File: src/rtl/s_fifo_pkg.sv
// Shared defaults for the single-clock FIFO.
package s_fifo_pkg;

  localparam int unsigned WIDTH_DEF  = 8;
  localparam int unsigned CDEPTH_DEF = 3;
  localparam int unsigned DEPTH_DEF  = 1 << CDEPTH_DEF;

endpackage

File: src/rtl/s_fifo_ctrl.sv
// Pointer and occupancy bookkeeping for s_fifo; decides which requests are accepted.
module s_fifo_ctrl
  import s_fifo_pkg::*;
#(
  parameter int unsigned DEPTH  = DEPTH_DEF,
  parameter int unsigned CDEPTH = CDEPTH_DEF
) (
  input  logic              clk,
  input  logic              reset_n,
  input  logic              i_wreq,
  input  logic              i_rreq,
  output logic              wr_ok,
  output logic              rd_ok,
  output logic [CDEPTH-1:0] wp,
  output logic [CDEPTH-1:0] rp,
  output logic              empty,
  output logic              full
);

  localparam logic [CDEPTH:0] FULL_CNT = (CDEPTH + 1)'(DEPTH);

  logic [CDEPTH:0] cnt;

  assign empty = (cnt == '0);
  assign full  = (cnt == FULL_CNT);

  // A read frees a slot in the same cycle, so a write into a full FIFO is
  // still accepted when paired with a read.
  assign rd_ok = i_rreq & ~empty;
  assign wr_ok = i_wreq & (~full | rd_ok);

  always_ff @(posedge clk or posedge reset_n) begin
    if (reset_n) begin
      wp  <= '0;
      rp  <= '0;
      cnt <= '0;
    end else begin
      if (wr_ok) wp <= wp + 1'b1;
      if (rd_ok) rp <= rp + 1'b1;
      case ({wr_ok, rd_ok})
        2'b10:   cnt <= cnt + 1'b1;
        2'b01:   cnt <= cnt - 1'b1;
        default: cnt <= cnt;
      endcase
    end
  end

endmodule

File: src/rtl/s_fifo.sv
// Synchronous single-clock FIFO with registered read data and full/empty flags.
// Storage lives in this module as `mem` so it can be probed hierarchically.
module s_fifo
  import s_fifo_pkg::*;
#(
  parameter int unsigned WIDTH  = WIDTH_DEF,
  parameter int unsigned DEPTH  = DEPTH_DEF,
  parameter int unsigned CDEPTH = CDEPTH_DEF
) (
  output logic [WIDTH-1:0] Data_out,
  output logic             fifoisempty,
  output logic             fifoisfull,
  input  logic [WIDTH-1:0] Data_in,
  input  logic             i_rreq,
  input  logic             i_wreq,
  input  logic             clk,
  input  logic             reset_n
);

  logic              wr_ok;
  logic              rd_ok;
  logic [CDEPTH-1:0] wp;
  logic [CDEPTH-1:0] rp;
  logic [WIDTH-1:0]  mem [DEPTH];

  s_fifo_ctrl #(
    .DEPTH  (DEPTH),
    .CDEPTH (CDEPTH)
  ) u_ctrl (
    .clk     (clk),
    .reset_n (reset_n),
    .i_wreq  (i_wreq),
    .i_rreq  (i_rreq),
    .wr_ok   (wr_ok),
    .rd_ok   (rd_ok),
    .wp      (wp),
    .rp      (rp),
    .empty   (fifoisempty),
    .full    (fifoisfull)
  );

  always_ff @(posedge clk or posedge reset_n) begin
    if (reset_n) begin
      for (int i = 0; i < DEPTH; i++) mem[i] <= '0;
    end else if (wr_ok) begin
      mem[wp] <= Data_in;
    end
  end

  // No write-to-read bypass: a read only ever returns a word already stored.
  always_ff @(posedge clk or posedge reset_n) begin
    if (reset_n) begin
      Data_out <= '0;
    end else if (rd_ok) begin
      Data_out <= mem[rp];
    end
  end

endmodule

File: config.mk
export PLATFORM = sky130hd
export DESIGN_NAME = s_fifo
export DESIGN_NICKNAME = d
export VERILOG_FILES = /design/src/rtl/s_fifo_pkg.sv /design/src/rtl/s_fifo_ctrl.sv /design/src/rtl/s_fifo.sv
export SDC_FILE = /design/constraint.sdc
export NUM_CORES = 1
export LEC_CHECK = 0
export CORE_UTILIZATION = 45
export CTS_CLUSTER_DIAMETER = 200
export DETAILED_ROUTE_END_ITERATION = 8
export GPL_TIMING_DRIVEN = 0
export SLEW_MARGIN = 20
export SYNTH_ARGS = -nofsm -noshare
export SYNTH_HDL_FRONTEND = slang
export SYNTH_SLANG_ARGS = --single-unit
File: constraint.sdc
create_clock -name clk -period 4.6 [get_ports clk]
set_input_delay 0.69 -clock clk [delete_from_list [all_inputs] [get_ports clk]]
set_output_delay 0.69 -clock clk [all_outputs]
set_load 0.005 [all_outputs]
==> impl_metrics.env <==
export IMPL_p_per_area_mw_per_mm2=726.5
export IMPL_yosys_register_bits=82
export IMPL_final_cell_mix="82 x dfrtp_1, 79 x mux2_2, 21 x clkdlybuf4s50_1"
export IMPL_io_pins=22
export IMPL_drtAntennaViolNets=0
export IMPL_post_cts_buffers=0
export IMPL_p_leak_nw=1.937
export IMPL_synthFlopType="dfrtp_1"
export IMPL_overflow=0
export IMPL_vias=2332
export IMPL_ys_types=35
export IMPL_tightest_slew_ns=0.6952
export IMPL_cts_tree="yes"
export IMPL_critPathLaunchType="input pin"
export IMPL_layout_commonest_cell="dfrtp_1"
export IMPL_worstSetupPathType="in2reg"
export IMPL_synthesis_nets=302
export IMPL_nFillCells=727
export IMPL_cts_clk_slew_worst_paths_ns=0.08
export IMPL_hold_buffers=0
export IMPL_hold_depth=2
export IMPL_cts_root_buf="clkbuf_8"
export IMPL_clock_fmax_mhz=370.1
export IMPL_slew_headroom_pct=53.48
export IMPL_grt_pass1_vias=2343
export IMPL_routed_wl_microns=7931
export IMPL_synth_edf_count=0
export IMPL_skew_ns=0.01246
export IMPL_core_sq_mm=0.008341
export IMPL_cts_resized=0
export IMPL_antenna_found_initial=0
export IMPL_reg2reg_to="u_ctrl.cnt[3]"
export IMPL_cts_max_path_buffers=2
export IMPL_clk_latency_ns=0.35
export IMPL_grt_max_degree=46
export IMPL_placedInstanceArea_sq_mm=0.004313
export IMPL_dieArea_sq_mm=0.009136
export IMPL_fin_setup_tns_ns=0
export IMPL_period_share_pct=58.74
export IMPL_numCtsBuffers=9
export IMPL_die_x_microns=95.59
export IMPL_avgSynthCellArea_sq_um=13.88
export IMPL_layout_nets=335
export IMPL_setup_viol=0
export IMPL_netlist_area_sq_mm=0.003941
export IMPL_synth_seq_area_share_pct=52.06
export IMPL_hpwlAfterDp_microns=5236
export IMPL_async_flop_share_pct=100.0
export IMPL_regToRegStartpoint="u_ctrl.cnt[0]"
export IMPL_port_buffers=21
export IMPL_hp_class="reg2reg"
export IMPL_period_needed_ns=2.702
export IMPL_fin_area_sq_mm=0.004544
export IMPL_end_kind="flop"
export IMPL_drive_gt1_share_pct=35.51
export IMPL_htree_levels=3
export IMPL_ff2ff_setup_slack_ns=2.02
export IMPL_crit_arrival_ns=2.92
export IMPL_finalHoldViolCount=0
export IMPL_cp_required_ns=4.82
export IMPL_drt_pass1_iterations=4
export IMPL_drc=0
export IMPL_area_growth_pct=15.30
export IMPL_ff2ff_path_depth=9
export IMPL_drv_cap=0
export IMPL_rows=33
export IMPL_die_y_microns=95.59
export IMPL_grt_usage_pct=19.45
export IMPL_gp_congestion=0.7042
export IMPL_via_per_inst=5.474
export IMPL_grt_pass1_wl_microns=12620
export IMPL_wl_per_cell_microns=18.62
export IMPL_drt_iter0_drc=78
export IMPL_synth_cells=284
export IMPL_drv_slew=0
export IMPL_status="finished clean"
export IMPL_min_from="Data_out[7]"
export IMPL_cts_sinks=82
export IMPL_antenna_cells=0
export IMPL_path_max_fanout=10
export IMPL_ir_worst_vdd_mv=0.2439
export IMPL_rsz0062_at_grt="false"
export IMPL_ys_warn_count=0
export IMPL_start_util_pct=47.25
export IMPL_min_to="Data_out[7]"
==> routing by layer <==
metal | vias to the layer above | wire (microns) | track usage, %
li1 | 1104 | - | -
met1 | 1186 | 3968 | 26.92
met2 | 30 | 3632 | 30.00
met3 | 12 | 186 | 3.190
met4 | 0 | 143 | 8.582
met5 | - | 0 | 0
==> kinds of logic after synthesis <==
kind of cell / count (synthesis) / share of synthesized area [%]
buffers and inverters: 20 / 2.889
muxes: 98 / 27.46
xor gates and xnor gates: 6 / 1.333
and+or+nand+nor: 42 / 8.381
DFF: 82 / 52.06
AOI/OAI and AO/OA: 30 / 5.778
adders and majority gates: 6 / 2.095
==> flip-flops by register name, summed over array words and instances, names as in the netlist <==
register / flops
mem: 64
u_ctrl.wp: 3
Data_out: 8
u_ctrl.cnt: 4
u_ctrl.rp: 3
==> metrics by stage <==
step / power (W) / setup WS, ns / cells / hold slack (ns) / util (%)
after detailed placement: 0.002714 / 1.582 / 411 / 0.4691 / 51.71
after global routing: 0.003525 / 1.771 / 426 / 0.5000 / 54.49
after CTS: 0.003334 / 1.922 / 426 / 0.4883 / 54.49
after global placement: 0.002665 / 0.3920 / 410 / 0.4626 / 51.35
after floorplan: 0.002319 / 1.802 / 284 / 0.4585 / -
final: 0.003302 / 1.898 / 426 / 0.4831 / 54.49
==> worst max-delay path, cell delays in order <==
cell and delay [ns]:
clkdlybuf4s50_1 0.53, nand2b_1 0.17, buf_6 0.21, nand2_1 0.15, ha_1 0.30, ha_1 0.34
inv_1 0.07, nor4_1 0.24, nand4b_1 0.15, o211ai_1 0.09
==> synthesized netlist by cell type (2+ instances only) <==
cell type	instances	area share [%]
inv_1	7	0.67
nand2b_1	2	0.32
buf_2	3	0.38
nand2_1	16	1.5
or3_1	2	0.32
mux2i_1	17	4.3
ha_1	5	1.6
o211ai_1	2	0.38
a221o_1	8	2.0
nor4_1	2	0.32
nor2_1	3	0.29
mux2_2	79	23
dfrtp_1	82	52
o21ai_0	9	1.1
buf_1	2	0.19
o22ai_1	8	1.3
clkbuf_1	2	0.19
nand3_4	6	2.7
nand4_4	2	1.1
xnor2_1	5	1.1
buf_6	4	1.1
nor2b_1	4	0.63
mux2_1	2	0.57
==> power by group <==
| part | internal [W] | leakage [nW] | switching [W] |
|---|---|---|---|
| clock | 0.000358 | 0.116 | 0.000256 |
| combinational | 0.000763 | 0.836 | 0.000620 |
| sequential | 0.00109 | 0.984 | 0.000215 |
==> layout make-up <==
type	count	area (sq um)	area share (%)
Clock buffer	10	127.6	2.808
Inverter	7	28.78	0.6333
Tap cell	105	131.4	2.891
Timing Repair Buffer	22	237.7	5.231
Sequential cell	82	2052	45.15
Buffer	13	87.58	1.927
Multi-Input combinational cell	182	1775	39.07
Clock inverter	5	103.9	2.285
==> worst max-delay path by stage <==
stage | from | to | slack, ns | cells after the start
final | i_rreq | u_ctrl.cnt[3] | 1.90 | 10
after floorplan | reset_n | Data_out[0] | 1.80 | 1
after detailed placement | i_rreq | u_ctrl.cnt[3] | 1.58 | 10
after global routing | i_rreq | u_ctrl.cnt[3] | 1.77 | 10
after CTS | i_rreq | u_ctrl.cnt[3] | 1.92 | 10
after global placement | reset_n | mem[6] | 0.39 | 2
Note: power is estimated with default switching activity, not from simulation.
